$ cat src/rtl/mode_reporter.sv
// Serial reporter: snapshots the pacing configuration and sends it as four 8N1 bytes, LSB first.
// It has its own baud counter and bit serializer, so no external UART core is needed.
module mode_reporter #(
    parameter int CLKS_PER_BIT = 434,
    parameter int NUM_BYTES    = 4
) (
    input  logic        clk_fast,
    input  logic        rst_n,
    input  logic        send,
    input  logic [15:0] SA_rest,
    input  logic        pace_en,
    input  logic [15:0] AV_forw,
    input  logic        PACen,
    input  logic        PVCen,
    output logic        tx,
    output logic        busy,
    output logic        tx_done
);
    localparam int CW = $clog2(CLKS_PER_BIT) + 1;

    typedef enum logic [1:0] {
        IDLE  = 2'd0,
        START = 2'd1,
        DATA  = 2'd2,
        STOP  = 2'd3
    } state_e;

    state_e          state_q, state_d;
    logic [CW-1:0]   cnt_q, cnt_d;
    logic [2:0]      bit_q, bit_d;
    logic [2:0]      byte_q, byte_d;
    logic [31:0]     shift_q, shift_d;
    logic            tx_q, tx_d;
    logic            busy_q, busy_d;
    logic            done_q, done_d;
    logic            wrap_s;
    logic            accept_s;
    logic            unused_bits_s;

    assign wrap_s        = (cnt_q == CW'(CLKS_PER_BIT - 1));
    assign accept_s      = send & ~busy_q;
    assign unused_bits_s = ^{SA_rest[15], AV_forw[15:14]};

    // State and output registers; reset abandons any frame and idles the line high.
    always_ff @(posedge clk_fast or negedge rst_n) begin
        if (!rst_n) begin
            state_q <= IDLE;
            cnt_q   <= '0;
            bit_q   <= 3'd0;
            byte_q  <= 3'd0;
            shift_q <= 32'd0;
            tx_q    <= 1'b1;
            busy_q  <= 1'b0;
            done_q  <= 1'b0;
        end else begin
            state_q <= state_d;
            cnt_q   <= cnt_d;
            bit_q   <= bit_d;
            byte_q  <= byte_d;
            shift_q <= shift_d;
            tx_q    <= tx_d;
            busy_q  <= busy_d;
            done_q  <= done_d;
        end
    end

    // Next-state logic: baud counter, bit/byte counters and the frame shift register.
    always_comb begin
        state_d = state_q;
        cnt_d   = cnt_q;
        bit_d   = bit_q;
        byte_d  = byte_q;
        shift_d = shift_q;
        case (state_q)
            IDLE: begin
                cnt_d = '0;
                if (accept_s) begin
                    state_d = START;
                    bit_d   = 3'd0;
                    byte_d  = 3'd0;
                    shift_d = {PVCen, PACen, AV_forw[13:0], pace_en, SA_rest[14:0]};
                end else begin
                    state_d = IDLE;
                end
            end
            START: begin
                if (wrap_s) begin
                    cnt_d   = '0;
                    bit_d   = 3'd0;
                    state_d = DATA;
                end else begin
                    cnt_d = cnt_q + CW'(1);
                end
            end
            DATA: begin
                if (wrap_s) begin
                    cnt_d   = '0;
                    shift_d = {1'b0, shift_q[31:1]};
                    if (bit_q == 3'd7) begin
                        state_d = STOP;
                    end else begin
                        bit_d = bit_q + 3'd1;
                    end
                end else begin
                    cnt_d = cnt_q + CW'(1);
                end
            end
            STOP: begin
                if (wrap_s) begin
                    cnt_d  = '0;
                    byte_d = byte_q + 3'd1;
                    if ((byte_q + 3'd1) < 3'(NUM_BYTES)) begin
                        state_d = START;
                    end else begin
                        state_d = IDLE;
                    end
                end else begin
                    cnt_d = cnt_q + CW'(1);
                end
            end
            default: begin
                state_d = IDLE;
                cnt_d   = '0;
            end
        endcase
    end

    // Output logic is computed from the next state so tx/busy/tx_done come straight from flops.
    always_comb begin
        tx_d   = 1'b1;
        busy_d = (state_d != IDLE);
        done_d = (state_q == STOP) && wrap_s && (byte_q == 3'(NUM_BYTES - 1));
        case (state_d)
            IDLE:    tx_d = 1'b1;
            START:   tx_d = 1'b0;
            DATA:    tx_d = shift_d[0];
            STOP:    tx_d = 1'b1;
            default: tx_d = 1'b1;
        endcase
    end

    assign tx      = tx_q;
    assign busy    = busy_q;
    assign tx_done = done_q;
endmodule
$ cat config.mk
export PLATFORM = sky130hd
export DESIGN_NAME = mode_reporter
export DESIGN_NICKNAME = d
export VERILOG_FILES = /design/src/rtl/mode_reporter.sv
export SDC_FILE = /design/constraint.sdc
export NUM_CORES = 1
export LEC_CHECK = 0
export BUFFER_PORTS_ARGS = -buffer_cell sky130_fd_sc_hd__buf_4
export CAP_MARGIN = 20
export CORE_ASPECT_RATIO = 0.7
export CORE_MARGIN = 1
export CORE_UTILIZATION = 36
export CTS_BUF_LIST = sky130_fd_sc_hd__clkbuf_8
export CTS_CLUSTER_SIZE = 14
export DETAILED_ROUTE_END_ITERATION = 8
export GPL_ROUTABILITY_DRIVEN = 0
export PLACE_DENSITY_LB_ADDON = 0.2
export SLEW_MARGIN = 20
export SYNTH_ARGS = -nofsm -noshare
export SYNTH_HDL_FRONTEND = slang
export SYNTH_SLANG_ARGS = --single-unit
$ cat constraint.sdc
create_clock -name clk_fast -period 2.8 [get_ports clk_fast]
set_input_delay 0.28 -clock clk_fast [delete_from_list [all_inputs] [get_ports clk_fast]]
set_output_delay 0.28 -clock clk_fast [all_outputs]
set_load 0.03 [all_outputs]
Word level (Yosys, flattened, before mapping). Index checks and enable logic that the tools add are counted.

$add $sub $neg: 3. Magnitude comparators: 1. Eq/ne operators: 14. Mux-type cells: 20. Bitwise gates (word level): 2. Reduce and logical (&&, ||, !) cells: 13.

Operators by type and width (count): 32-bit 2-to-1 mux (2); 32-bit one-hot mux with 2 select lines (1); 10-bit one-hot mux with 2 select lines (1); 3-bit 2-to-1 mux (5); 10-bit by 1-bit adder with 10-bit output, second input constant (1); 10-bit by 9-bit == test with 1-bit output, second input constant (1); 10-bit 2-to-1 mux (1); 2-bit inequality test, second input constant (5); 3-bit one-hot mux with 3 select lines (1); 2-bit == test, second input constant (4); 2-bit 2-to-1 mux (4); 2-bit one-hot mux with 4 select lines (1); 3-bit by 1-bit adder with 3-bit output, second input constant (2); 3-bit one-hot mux with 2 select lines (1); 3-bit AND reduction (2); 2-bit nonzero test (3); 5-bit AND reduction (1); 2-bit by 1-bit == test with 1-bit output, second input constant (2); 2-bit logical NOT (2); 3-bit by 2-bit == test with 1-bit output, second input constant (1); 3-bit == test, second input constant (1); 3-bit less-than comparator, second input constant (1); 1-bit one-hot mux with 3 select lines (1); 3-bit nonzero test (1); 6 further kinds (8).

Register bits after elaboration: 53. Input bits: 38. Output and inout bits: 3. Word-level logic and storage cells: 62.

Longest topological paths before layout.
Depth in word-level cells: 8. Mapped depth: 10. Mapped depth without buffers: 10.

Least setup slack after synthesis. OpenSTA, ideal clock, no wires.

Path type: reg2reg. Start: reg cnt_q[1]. End: reg tx_q (netlist: tx). Library setup time: 82 ps. Data arrival time: 2241 ps. Required time: 2718 ps. Path slack: 478 ps. Stages on the path, launching flop included: 10. Buffers on the path: 0. Period minus slack after synthesis: 2322 ps. Path through: dfrtp_1 > inv_1 > ha_1 > or3b_4 > nor3_2 > nand3_1 > a32o_1 > ha_1 > inv_1 > o31a_1.

Word-level cells in the longest chain between the ends: 6. Elaborated cells on any way between the ends: 13. Classes of those cells: eq/ne (4); mux (7); reduce/logical (2).

RTL lines: start: declaration (line 29) `logic [CW-1:0] cnt_q, cnt_d;`; start signal: assignment (line 57) `cnt_q <= cnt_d;`; 10-bit by 9-bit == test with 1-bit output (*) (line 40) `assign wrap_s = (cnt_q == CW'(CLKS_PER_BIT - 1));`; 2-bit 2-to-1 mux, on equally long branches (line 109, 87, 96); 2-bit one-hot mux with 4 select lines (line 74) `case (state_q)`; 2-bit == test / 2-bit logical NOT (equally long branches) (line 133) `case (state_d)`; 2-bit OR reduction (no source line); 1-bit one-hot mux with 3 select lines (*) (line 133); via tx_d (line 33) `logic tx_q, tx_d;`; end signal: assignment (line 61) `tx_q <= tx_d;`; end: declaration (line 33).

Mark *: on every way through the listed nets, which the timed path passes. The rest lies on a longest branch. The select of a mux whose other input is x is not followed. A chain may end at the register's enable or synchronous reset.

Worst setup path in the final report. Ends and elaborated chain as after synthesis.

==> qor.csv <==
stage;metric;value;unit
grt;grt_util_all_layers;14.5;%
floorplanning;core_area;6760;um2
pwr;clkPwrFrac;33.7;%
synthesis;syn_avg_cell_area;11.9;um2
cells_and_area;drive_above_1_share;24.6;%
clock_network;cts_hold_buf;0;
clock_network;cts_max_level;2;
clock_network;clock_sinks;53;
floorplanning;pin_count;41;
grt;grt.overflow.total;0;
critical_path;max_stage_delay;0.42;ns
critical_path;worstPathMaxFanout;6;
route;drt_iter0_drc;83;
clock_network;root_buffer;clkbuf_8;
placement;place_hpwl;3240;um
sta;hold-worst-slack;0.00279;ns
critical_path;crit_chain;inv_1 > ha_1 > or3b_4 > nor3_2 > nand3_1 > a32o_1 > ha_1 > inv_1 > o31a_1;
floorplanning;rows;25;
route;wirelength;4840;um
sta;slew_headroom;49.6;%
synthesis;syn_nets;259;
synthesis;netlist_instances;212;
job;drv_cap;0;
synthesis;yosysWarnings;0;
sta;finalSetupViolCount;0;
synthesis;syn_area;2520;um2
route;num_vias;1765;
sta;tightestPinTransition;0.755;ns
status;outcome;finished, final reports clean;
route;vias_per_cell;5.10;
critical_path;r2r_end;tx;
sta;fmax;409;MHz
sta;fin_crit;2.45;ns
critical_path;rr_startpoint;cnt_q[1];
grt;grt_max_degree;54;
critical_path;criticalPathCategory;flop to flop;
pwr;switchingPower;288;uW
clock_network;clock_path_buffers;2;
synthesis;yosysTopAreaCell;dfrtp_1;
sta;tns;0;ns
clock_network;cts_setup_buffers;0;
synthesis;synthFlopType;dfrtp_1;
synthesis;yosysMostFrequentCell;dfrtp_1;
route;wl_met1;2600;um
synthesis;yosysSeqAreaShare;52.7;%
pwr;p_leak;0.00159;uW
route;dr.pass1.iters;4;
pwr;power_density;437;nW/um2
sta;slew_violations;0;
synthesis;synth-compound-area-share;24.2;%
pwr;swShare;21.8;%
pwr;intPower;1030;uW
cells_and_area;syn2layout_area_growth;19.9;%
critical_path;start_kind;flop;
floorplanning;fp.dieH;72.0;um
sta;finClkSkew;0.0112;ns
synthesis;synthTopCellsByCount;52 x dfrtp_1, 34 x a22o_1, 30 x a21o_1, 15 x nor2_1, 9 x ha_1;
pwr;combPwrFrac;5.5;%
pwr;seqPwrFrac;60.8;%
sta;hold_viol;0;
grt;grt_antenna_before_repair;0;
clock_network;numCtsBuffers;5;
floorplanning;die_x;102;um
sta;rsz0062_at_grt;false;
critical_path;cp.arrival;2.68;ns
route;wl_met3;187;um
synthesis;synth-simple-area-share;10.4;%
clock_network;cts_resized;0;
placement;portBuffers;37;
critical_path;worstRegToRegCells;9;
synthesis;synth_top_family_by_area;compound AO/OA/AOI/OAI gates;
synthesis;ys_types;39;
critical_path;worstPathRequired;3.04;ns
route;drc;0;
critical_path;cp_slowest_cell;dfrtp_1;
floorplanning;start_util;37.3;%
clock_network;cts_tree;done;
hold_path;hp-class;input port to async pin;
clock_network;clk_pin_slew_worst_paths;0.09;ns
floorplanning;die-area;7340;um2
pwr;peakVddDrop;0.177;mV
synthesis;synthArstFlopShare;100;%
cells_and_area;diodes;0;
route;detail-route-antenna-nets;0;
critical_path;r2r_setup_slack;0.35;ns
synthesis;yosys-top-cells-area;dfrtp_1 52%, a22o_1 12%, a21o_1 8.9%, ha_1 4.5%, xnor2_1 2.4%;
route;avgRoutedWirePerCell;14.0;um
cells_and_area;layout.nets;298;
synthesis;synth_fa_ha_area_share;4.47;%
clock_network;clock_latency;0.31;ns
synthesis;yosys.area_share.xor_xnor;3.83;%
synthesis;synth_mux_area_share;1.44;%
grt;grt_pass1_wl;8190;um
critical_path;worst_setup_path_end_kind;flop;
route;routed.top_layer;met4;
sta;period_share;87.4;%
synthesis;synth_edf_count;0;
synthesis;synth-seq-cells;53;
synthesis;yosysTopAreaCellShare;51.7;%
route;dr_wl_met2;2010;um
grt;grt_pass1_vias;1715;
worst max-delay path: cells and delay by family (launching register included):
family,cells,cell delay (ns)
flops,1,0.42
compound gates,2,0.53
simple gates,3,0.88
fa+ha+maj,2,0.43
buf+inv,2,0.10
registers in the layout, summed over array words and instances (netlist names):
register / count
tx_done: 1
bit_q: 3
cnt_q: 10
busy: 1
state_q: 2
tx: 1
shift_q: 32
byte_q: 3
cell families (layout without fill, tap and decap cells):
kind of cell / count (synthesis) / count (layout)
muxes: 3 / 3
buffers and inverters: 19 / 59
AOI/OAI and AO/OA: 74 / 74
and+or+nand+nor: 43 / 43
xor gates and xnor gates: 11 / 11
DFF: 53 / 53
adders and majority gates: 9 / 9
placed cells by master (no fill, tap or decap), types with 2 or more instances in the layout:
cell / count
buf_4: 43
nand3_1: 5
a32o_1: 2
nor2_1: 14
xnor2_1: 7
inv_1: 9
nor4b_4: 2
clkbuf_8: 6
nand2_1: 7
a21o_1: 30
xor2_1: 4
ha_1: 9
a22o_1: 34
or2_2: 2
dfrtp_1: 52
nor3b_1: 2
power groups by stage:
stage          Combinational, uW  Sequential (uW)  Clock [uW]
4_1_cts                     75.0              802         465
3_5_place_dp                74.7              816           0
6_report                    72.5              802         445
3_3_place_gp                73.5              816           0
2_1_floorplan               19.7              813           0
5_1_grt                     80.8              805         500
how the worst max path moves through the flow:
stage	slack, ns	start	to
final	0.35	cnt_q[1]	tx
after global placement	0.41	cnt_q[1]	tx
after CTS	0.35	cnt_q[1]	tx
after global routing	0.19	cnt_q[1]	tx
after floorplan	0.48	cnt_q[1]	tx
after detailed placement	0.36	cnt_q[1]	tx
layer usage:
metal | up-vias | GRT usage [%]
met2 | 34 | 21.2
met5 | - | 0
met1 | 873 | 21.4
met3 | 5 | 3.28
li1 | 853 | -
met4 | 0 | 4.29
stage by stage:
step	total power, uW	util (%)	cell area [um2]	worst slack (ns)	std cells
floorplan	833	-	2520	0.478	212
global placement	889	43.3	2920	0.414	338
detailed placement	891	43.3	2920	0.363	338
CTS	1340	44.7	3020	0.353	346
global route	1390	44.7	3020	0.191	346
finish	1320	44.7	3020	0.353	346
cell type report:
class	instances	area, um2
clock buffer	6	82.6
clock inverter	2	11.3
fill	658	3740
inverter	8	30.0
multi-input combinational	140	1130
sequential	53	1330
tap	94	118
timing repair buffer	43	323
Power figures use the tool's default switching activity.
